## src/rtl/serial_word_receiver.sv

```systemverilog
// Serial word receiver: synchronizes cs_n/sclk/sdi into clk and deserializes
// MSB-first words, pulsing data_valid on completion and frame_error on short frames.
module serial_word_receiver #(
  parameter int unsigned width       = 8,
  parameter int unsigned sync_stages = 2
) (
  input  logic             clk,
  input  logic             reset,
  input  logic             cs_n,
  input  logic             sclk,
  input  logic             sdi,
  output logic [width-1:0] parallelout,
  output logic             data_valid,
  output logic             frame_error,
  output logic             busy
);

  localparam int unsigned cnt_w = (width > 1) ? $clog2(width) : 1;
  localparam logic [cnt_w-1:0] last_bit = cnt_w'(width - 1);

  typedef enum logic {
    IDLE,
    RECV
  } state_t;

  state_t state;
  state_t next_state;

  logic [sync_stages-1:0] cs_sync;
  logic [sync_stages-1:0] sclk_sync;
  logic [sync_stages-1:0] sdi_sync;
  logic                   sclk_d;
  logic                   cs_s;
  logic                   sclk_s;
  logic                   sdi_s;
  logic                   sclk_edge;

  // Only width-1 bits are stored; the newest bit is appended combinationally.
  logic [width-2:0]       shift;
  logic [width-1:0]       shifted;
  logic [cnt_w-1:0]       bit_count;
  logic                   take_bit;
  logic                   frame_end;

  always_ff @(posedge clk or posedge reset) begin
    if (reset) begin
      cs_sync   <= '1;
      sclk_sync <= '0;
      sdi_sync  <= '0;
      sclk_d    <= 1'b0;
    end else begin
      cs_sync   <= {cs_sync[sync_stages-2:0], cs_n};
      sclk_sync <= {sclk_sync[sync_stages-2:0], sclk};
      sdi_sync  <= {sdi_sync[sync_stages-2:0], sdi};
      sclk_d    <= sclk_s;
    end
  end

  always_comb begin
    cs_s      = cs_sync[sync_stages-1];
    sclk_s    = sclk_sync[sync_stages-1];
    sdi_s     = sdi_sync[sync_stages-1];
    sclk_edge = sclk_s & ~sclk_d;
    shifted   = {shift, sdi_s};
    // Edges coinciding with a cs_s change are dropped: IDLE or frame end wins.
    take_bit  = (state == RECV) && !cs_s && sclk_edge;
    frame_end = (state == RECV) && cs_s;
  end

  always_ff @(posedge clk or posedge reset) begin
    if (reset) begin
      state <= IDLE;
    end else begin
      state <= next_state;
    end
  end

  always_comb begin
    next_state = state;
    case (state)
      IDLE:    if (!cs_s) next_state = RECV;
      RECV:    if (cs_s)  next_state = IDLE;
      default: next_state = IDLE;
    endcase
  end

  always_comb begin
    busy = (state == RECV);
  end

  always_ff @(posedge clk or posedge reset) begin
    if (reset) begin
      shift       <= '0;
      bit_count   <= '0;
      parallelout <= '0;
      data_valid  <= 1'b0;
      frame_error <= 1'b0;
    end else begin
      data_valid  <= 1'b0;
      frame_error <= 1'b0;
      if (frame_end) begin
        if (bit_count != '0) frame_error <= 1'b1;
        bit_count <= '0;
      end else if (take_bit) begin
        shift <= shifted[width-2:0];
        if (bit_count == last_bit) begin
          parallelout <= shifted;
          data_valid  <= 1'b1;
          bit_count   <= '0;
        end else begin
          bit_count <= bit_count + 1'b1;
        end
      end
    end
  end

endmodule

```

## config.mk

```make
export PLATFORM = sky130hd
export DESIGN_NAME = serial_word_receiver
export DESIGN_NICKNAME = d
export VERILOG_FILES = /design/src/rtl/serial_word_receiver.sv
export SDC_FILE = /design/constraint.sdc
export NUM_CORES = 1
export LEC_CHECK = 0
export CAP_MARGIN = 10
export CORE_ASPECT_RATIO = 2
export CORE_MARGIN = 2
export CORE_UTILIZATION = 40
export DETAILED_ROUTE_END_ITERATION = 6
export GPL_TIMING_DRIVEN = 0
export HOLD_SLACK_MARGIN = 0.12
export PLACE_DENSITY_LB_ADDON = 0.15
export SLEW_MARGIN = 0
export SYNTH_ARGS = -nofsm -noshare
export SYNTH_HDL_FRONTEND = slang
export SYNTH_SLANG_ARGS = --single-unit
```

## constraint.sdc

```tcl
create_clock -name clk -period 1.4 [get_ports clk]
set_input_delay 0.14 -clock clk [delete_from_list [all_inputs] [get_ports clk]]
set_output_delay 0.14 -clock clk [all_outputs]
set_load 0.005 [all_outputs]
```

* Word level (Yosys, flattened, before mapping)
Index checks and enable logic that the tools add are counted.
Cells by class: add/sub/neg operators 1, eq/ne operators 1, mux-type cells 9, bitwise gates (word level) 3, reduce and logical (&&, ||, !) cells 8
Operators by type and width (count):
- $mux 3 | 3
- $mux 1 | 6
- $add 3x1->3 const B | 1
- $eq 3x3->1 const B | 1
- $logic_and 1x1->1 | 3
- $reduce_and 3->1 | 1
- $reduce_bool 3->1 | 1
- $not 1->1 | 2
- $reduce_and 2->1 | 1
- $reduce_bool 2->1 | 1
- $and 1x1->1 | 1
- $logic_not 1->1 | 1
Word-level totals: flip-flop bits (word level) 28, input bits 5, output and inout port bits 11, logic and storage cells 32

* Longest topological paths before layout
Gate-level depths: netlist of the first run.
depth in word-level cells 5, gate-level depth with buffers 5, mapped depth without buffers 5

* Least setup slack after synthesis of the first run
Ideal clock, no wire load.
path kind reg2reg, from reg cs_sync[1], to reg shift[2], setup time 0.125 ns, data arrival time 1.277 ns, required time 1.275 ns, slack -0.002 ns, cell stages (with the launch flop) 5, buffers on the path 2, clock period less this slack 1.402 ns, path through dfstp_2 -> nor4bb_1 -> buf_4 -> clkbuf_8 -> mux2_2
On the way: cells in the longest elaborated chain, start to end 4, elaborated cells between the ends (all ways) 6, classes of those cells bitwise: 1; reduce/logical: 5
Ends and longest elaborated chain:
- start: declaration | line 29 | logic [sync_stages-1:0] cs_sync;
- start signal: assignment | line 52 | cs_sync <= {cs_sync[sync_stages-2:0], cs_n};
- $logic_not 1->1
- $logic_and 1x1->1 (2 in a row) | line 66 | take_bit = (state == RECV) && !cs_s && sclk_edge;
- $reduce_and 2->1 (no line) (*)
- end signal: assignment | line 105 | shift <= shifted[width-2:0];
- end: declaration | line 39 | logic [width-2:0] shift;
Every way passes the cells marked *; elsewhere a longest branch is shown, timed or not. A chain may end at the register's enable or synchronous reset.

* Final worst setup path of the first run
from reg sclk_d, to reg shift[2]
On the way: cells in the longest elaborated chain, start to end 4
Ends and longest elaborated chain:
- start: declaration | line 32 | logic sclk_d;
- start signal: assignment | line 55 | sclk_d <= sclk_s;
- $not 1->1 | line 63 | sclk_edge = sclk_s & ~sclk_d;
- $and 1x1->1 | line 63
- $logic_and 1x1->1 | line 66
- $reduce_and 2->1 (no line)
No other way between the ends.

==> results of run 1 <==
critical path, cell delays in order, from the launching register on:
cell      delay (ps)
dfrtp_1          410
nor4bb_4         300
buf_6            180
buf_8            130
mux2_4           290
stage by stage:
step | setup slack (ps) | total power, W | hold WS, ps | std cells | util [%]
after floorplan | 9.89 | 0.00101 | 144 | 68 | -
after global placement | -126 | 0.00106 | 334 | 111 | 49.4
after detailed placement | -122 | 0.00106 | 342 | 111 | 49.4
after CTS | -51.1 | 0.00153 | 268 | 119 | 53.3
after global routing | -54.6 | 0.00160 | 288 | 119 | 54.2
final | -8.10 | 0.00152 | 278 | 119 | 54.2
cells in the final DEF, fill, tap and decap left out:
master | Yosys | routed
a21oi_1 | 1 | 1
buf_4 | 1 | 3
buf_6 | 0 | 2
buf_8 | 0 | 1
clkbuf_1 | 0 | 1
clkbuf_8 | 1 | 3
clkdlybuf4s50_1 | 0 | 15
dfrtp_1 | 26 | 26
dfstp_2 | 2 | 2
ha_1 | 3 | 2
ha_2 | 0 | 1
inv_1 | 6 | 6
mux2_2 | 7 | 1
mux2_4 | 8 | 14
nand2_1 | 6 | 6
nand2_8 | 1 | 1
nand3b_1 | 1 | 1
nor2_1 | 1 | 1
nor4bb_4 | 0 | 1
o21ai_0 | 3 | 3
path summary, 6_finish.rpt:
kind                                        start                          to
setup / recovery                 sclk_d$_DFF_PP0_        shift[2]$_DFFE_PP0P_
hold / removal                               cs_n        cs_sync[0]$_DFF_PP1_
setup reg to reg                 sclk_d$_DFF_PP0_        shift[2]$_DFFE_PP0P_
hold reg to reg            sclk_sync[0]$_DFF_PP0_      sclk_sync[1]$_DFF_PP0_
max in group asynchronous                   reset  parallelout[1]$_DFFE_PP0P_
min in group asynchronous                   reset        shift[2]$_DFFE_PP0P_
state kept, by name, summed over array words and instances (netlist names):
name	flops
shift	7
sdi_sync	2
bit_count	3
sclk_sync	2
data_valid	1
cs_sync	2
sclk_d	1
parallelout	8
busy	1
frame_error	1
report_power, final:
part	internal [W]	total, W	switching (W)	leakage, nW
combinational	0.000107	0.000156	0.0000489	0.286
clock	0.000203	0.000424	0.000220	0.0228
sequential	0.000882	0.000938	0.0000559	0.363
area by class of cell:
cell class | count | area [um^2] | share of cell area, %
buffer | 2 | 26.3 | 1.91
tap | 28 | 35.0 | 2.55
sequential | 28 | 703 | 51.1
inverter | 6 | 22.5 | 1.64
clock buffer | 4 | 45.0 | 3.27
timing repair buffer | 19 | 184 | 13.4
multi-input combinational | 32 | 360 | 26.2
cells by family (layout without fill, tap and decap cells):
| kind of cell | Yosys count | in the layout | share of synthesized area [%] |
|---|---|---|---|
| buf+inv | 8 | 31 | 4.10 |
| flops | 28 | 28 | 65.9 |
| simple gates | 10 | 10 | 5.98 |
| mux | 15 | 15 | 18.6 |
| fa+ha+maj | 3 | 3 | 3.52 |
| compound gates | 4 | 4 | 1.87 |
metal layers:
layer / up-vias / GRT usage, % / part of all wire (%)
li1: 268 / - / -
met1: 285 / 18.1 / 44
met2: 7 / 19.2 / 53
met3: 2 / 1.73 / 1.7
met4: 0 / 7.00 / 1.5
met5: - / 0 / 0
repair_timing:
action | 4_1_cts | 5_1_grt
hold endpoints to repair | 0 | 0
setup endpoints to repair | 12 | 17
gates resized for setup | 6 | 6
buffers inserted | 4 | 0
pin swaps | 2 | 1
==> summary.txt, run 1 <==
Die
  • Starting utilization of the core area: between 40% and 50%
  • Area inside the core boundary: approximately 0.0025 mm^2
  • Die outline width: approximately 41 um
  • I/O Pins: 16
  • Row cnt: 26
  • Total Die Area: ~0.0031 mm^2
  • Die extent in y: 77.1 um

STA
  • Setup repair after global routing missed its margin: true
  • Relative slew slack: a little under a third
  • Final critical-path required period: approximately 1400 ps
  • Maximum clock rate: 0.710 GHz
  • Slew at the pin with the worst max-slew slack: approximately 1000 ps
  • Hold Violations, Final: 0
  • Post-route worst setup slack: -8.10 ps
  • Fin Setup TNS: -22.7 ps
  • Slew Viols, Final: 0
  • Final worst-path cycle share: 101%
  • Setup Skew: ~9.0 ps
  • Final setup fails: 4

Place
  • Buffers on Ports: 15
  • Detailed-placement wirelength estimate: 1070 um
  • GPL Wtd Cong: about 0.65
  • Placed cell area: ~0.0013 mm^2

Critical path
  • Reg2Reg Depth: 4
  • Data required time at the worst endpoint: between 1500 and 2000 ps
  • Setup slack, reg-to-reg: -8 ps
  • CP Capture Type: register
  • Kind of start point of the critical path: register
  • Kind of critical path: register to register
  • Highest net fanout along the worst path: 6
  • Data arrival at the endpoint of the critical path: between 1500 and 2000 ps

Logic synthesis
  • Cell types with the highest counts after synthesis: dfrtp_1, mux2_4, mux2_2
  • Net Count, Synth: between 70 and 80
  • Number of enable flip-flop cells after synthesis: 0
  • Ys flop type: dfrtp_1
  • Library cell occupying the most area in the post-synthesis netlist: dfrtp_1
  • Async SR Flop Fraction: 100%
  • Cell with the most instances after synthesis: dfrtp_1
  • Gate Count Post-Synth: between 60 and 70
  • #FFs+latches synth: 28
  • Yosys warning total: 0
  • Dominant cells by area after synthesis: dfrtp_1, mux2_4, mux2_2
  • Post-synthesis area per instance: 15.7 um^2
  • Share of Yosys cell area claimed by the top area cell type: between 60% and 70%
  • Post-synthesis sequential area ratio: between 60% and 70%
  • Synth cell types: 15
  • Area of the mapped netlist: between 0.001 and 0.0015 mm^2

Clock tree
  • Insertion delay to the later sink of the worst-skew pair: between 200 and 300 ps
  • CTS clk-pin slew, worst paths: ~90 ps
  • Number of H-tree levels: 1
  • CTS tree: done
  • Clk root buf: clkbuf_8
  • Cts-stage hold buffer count: 0
  • TritonCTS Buffers: 3
  • CTS Sinks: 28
  • Maximum number of buffers from clock root to sink: 2

Status
  • Violations in the final reports: negative setup slack
  • Status: finished, violations left

Global route
  • Total gr overflow: 0
  • Initial antenna violation count: 0
  • All-Layer GR Usage: approximately an eighth
  • Maximum number of pins on one net before global-route repair: 29
  • Wire length of the first global-routing pass: between 2000 and 3000 um
  • Vias in the first global route: a little over 600

Pwr
  • Static Leak: ~0.67 nW
  • Worst-case vdd ir drop: around 0.80 mV
  • Power per cell area: 1100 mW/mm^2

Route
  • Wire length reported by the detailed router: between 1500 and 2000 um
  • 1st-iter DRT viols: 5
  • # DRC: 0
  • Number of antenna-violating nets in the routed design: 0
  • Iteration count of the initial detailed-routing pass: 3
  • Ratio of routed vias to standard cells: 4.72
  • Average wire per standard cell: approximately 14 um
  • Total via count in the routed design: ~560

Min path
  • Cell count of the worst hold path: 1
  • Class of the worst hold path: input pin to register

Layout
  • Area added between synthesis and finish: 29.0%
  • Fraction of final layout cells sized beyond drive strength 1: approximately a third
  • Fill cell total of the finished layout: 229
  • Post-route standard cell area excluding fillers: 0.00138 mm^2
  • Count of inserted antenna diode cells: 0
  • Number of nets in the finished design: 100

Flow run
  • Max-cap violations: 0
Note: power is estimated with default switching activity, not from simulation.
==> run 2, diff against run 1 <==
--- a/config.mk
+++ b/config.mk
@@ -9,6 +9,7 @@
 export CORE_ASPECT_RATIO = 2
 export CORE_MARGIN = 2
 export CORE_UTILIZATION = 40
+export CTS_BUF_LIST = sky130_fd_sc_hd__clkbuf_4
 export DETAILED_ROUTE_END_ITERATION = 6
 export GPL_TIMING_DRIVEN = 0
 export HOLD_SLACK_MARGIN = 0.12
==> run 2 against run 1 <==
The flow still finishes with violations (negative setup slack). Die area unchanged. Clock power down 18%. Non-clock buffer count grew 1. Routed wire length fell by 1.3%. Largest cell class unchanged.
==> summary.txt, run 2 (synthesized netlist as in run 1, its figures left out) <==
Layout
  • Number of nets in the finished design: roughly 100
  • Most frequent standard cell in the layout excluding fill and tap cells: dfrtp_1
  • Largest register by flop count: parallelout
  • Largest register FFs: 8
  • Fill cell total of the finished layout: between 200 and 250
  • Register Area: 703 um^2
  • Count of inserted antenna diode cells: 0
  • Area used by multi-input combinational logic: 360 um^2
  • Fraction of final layout cells sized beyond drive strength 1: 33.7%
  • Biggest regs: parallelout (8), shift (7), bit_count (3)
  • Final Util: between 50 and 60%
  • Area added between synthesis and finish: 29.1%
  • Final cell count without fillers: 120
  • Most used cells in the layout excluding fill and tap cells: dfrtp_1, mux2_4, clkdlybuf4s50_1

STA
  • Setup repair after global routing missed its margin: true
  • Relative slew slack: 32.0%
  • Slew at the pin with the worst max-slew slack: about 1000 ps
  • Maximum clock rate: 0.707 GHz
  • Final setup fails: 8
  • Setup Skew: 8.02 ps
  • Slew Viols, Final: 0
  • Final critical-path required period: around 1400 ps
  • Hold Violations, Final: 0
  • Post-route worst setup slack: -14.8 ps
  • Final worst-path cycle share: 101%

Place
  • GPL Wtd Cong: around 0.65
  • Post-placement cell count: about 110
  • Buffers on Ports: 15
  • Detailed-placement wirelength estimate: 1070 um

Flow run
  • Max-cap violations: 0

Critical path
  • Highest net fanout along the worst path: 5
  • Setup slack, reg-to-reg: -10 ps
  • Data required time at the worst endpoint: between 1500 and 2000 ps
  • Reg2Reg Depth: 4
  • Data arrival at the endpoint of the critical path: ~1600 ps
  • Capturing point of the worst reg2reg path: shift[2]$_DFFE_PP0P_
  • Kind of critical path: register to register
  • Kind of start point of the critical path: register
  • CP Capture Type: register
  • Worst reg2reg startpoint: sclk_d$_DFF_PP0_

Global route
  • Initial antenna violation count: 0
  • Vias in the first global route: 630
  • Maximum number of pins on one net before global-route repair: 29
  • Wire length of the first global-routing pass: ~2800 um
  • Total gr overflow: 0
  • All-Layer GR Usage: between 10% and 20%

Clock tree
  • Number of H-tree levels: 1
  • CTS Sinks: 28
  • CTS tree: done
  • Cts-stage hold buffer count: 0
  • Clk root buf: clkbuf_4
  • Maximum number of buffers from clock root to sink: 2
  • Insertion delay to the later sink of the worst-skew pair: between 300 and 400 ps
  • CTS clk-pin slew, worst paths: between 100 and 150 ps
  • TritonCTS Buffers: 3

Route
  • Average wire per standard cell: about 13 um
  • Wire length reported by the detailed router: about 1600 um
  • Iteration count of the initial detailed-routing pass: 3
  • Total via count in the routed design: 575
  • # DRC: 0
  • Number of antenna-violating nets in the routed design: 0
  • Ratio of routed vias to standard cells: about 4.8
  • 1st-iter DRT viols: 5

Pwr
  • Worst-case vdd ir drop: between 0.7 and 0.8 mV
  • Power per cell area: roughly 1000 mW/mm^2
  • Static Leak: around 0.70 nW

Min path
  • Endpoint, Worst Hold: cs_sync[0]$_DFF_PP1_
  • Class of the worst hold path: input pin to register
  • Cell count of the worst hold path: 1
  • Startpoint of the lowest-slack hold path: cs_n

Die
  • I/O Pins: 16
  • Starting utilization of the core area: ~42%
  • Total Die Area: around 0.0031 mm^2
  • Die extent in y: 77.1 um
  • Area inside the core boundary: roughly 0.0025 mm^2
  • Die outline width: around 41 um
  • Row cnt: 26

Status
  • Violations in the final reports: negative setup slack
  • Status: finished, violations left
[run 2: changes by cell type in the layout (fill, tap and decap cells not counted), moves of 2 or more]
cell             delta
clkdlybuf4s50_1     -2
clkbuf_8            -3
clkbuf_4            +4
dlymetal6s2s_1      +2
[run 2: what timing repair did]
item,in CTS,in global routing
gates resized for setup,6,10
setup buffers,4,1
pin swaps,2,1
setup endpoints to repair,12,20
[run 2: area by class of cell]
type	count	share of cell area, %
Clock buffer	4	2.18
Tap cell	28	2.54
Multi-Input combinational cell	32	26.2
Sequential cell	28	51.0
Inverter	6	1.63
Buffer	2	1.91
Timing Repair Buffer	20	14.5
[run 2: how the worst max path moves through the flow]
| stage | startpoint | depth (start not counted) | slack (ps) | end |
|---|---|---|---|---|
| 5_1_grt | sclk_d$_DFF_PP0_ | 4 | -60 | parallelout[2]$_DFFE_PP0P_ |
| 3_3_place_gp | sclk_d$_DFF_PP0_ | 4 | -130 | shift[3]$_DFFE_PP0P_ |
| 4_1_cts | cs_sync[1]$_DFF_PP1_ | 4 | -50 | shift[4]$_DFFE_PP0P_ |
| 2_1_floorplan | cs_sync[1]$_DFF_PP1_ | 4 | 10 | shift[2]$_DFFE_PP0P_ |
| 3_5_place_dp | sclk_d$_DFF_PP0_ | 4 | -120 | shift[2]$_DFFE_PP0P_ |
| 6_report | sclk_d$_DFF_PP0_ | 4 | -10 | shift[2]$_DFFE_PP0P_ |
[run 2: critical path, stage by stage (launching register included)]
cell	delay (ps)
dfrtp_1	420
nor4bb_4	300
buf_6	180
buf_8	130
mux2_4	290
[run 2: metal layers]
| layer | vias up | share of wire [%] | global-route usage [%] |
|---|---|---|---|
| met1 | 295 | 43 | 15.4 |
| met5 | - | 0 | 0 |
| met4 | 0 | 2.1 | 8.00 |
| met3 | 4 | 2.0 | 1.73 |
| met2 | 9 | 53 | 20.3 |
| li1 | 267 | - | - |
[run 2: power by group]
group / internal, W / switching [W] / total, W
combinational: 0.000108 / 0.0000491 / 0.000157
sequential: 0.000883 / 0.0000557 / 0.000938
clock: 0.000131 / 0.000216 / 0.000346
total: 0.00112 / 0.000320 / 0.00144
[run 2: per-stage QoR]
step                      setup slack (ps)  area [um^2]  TNS (ps)  hold WS [ps]  total power [W]
after floorplan                       9.89         1070         0           144          0.00101
after global placement                -126         1250      -865           334          0.00106
final                                -14.8         1380     -60.2           212          0.00144
after CTS                            -49.3         1340      -318           199          0.00145
after detailed placement              -122         1250     -1720           342          0.00106
after global routing                 -58.0         1380      -661           218          0.00152
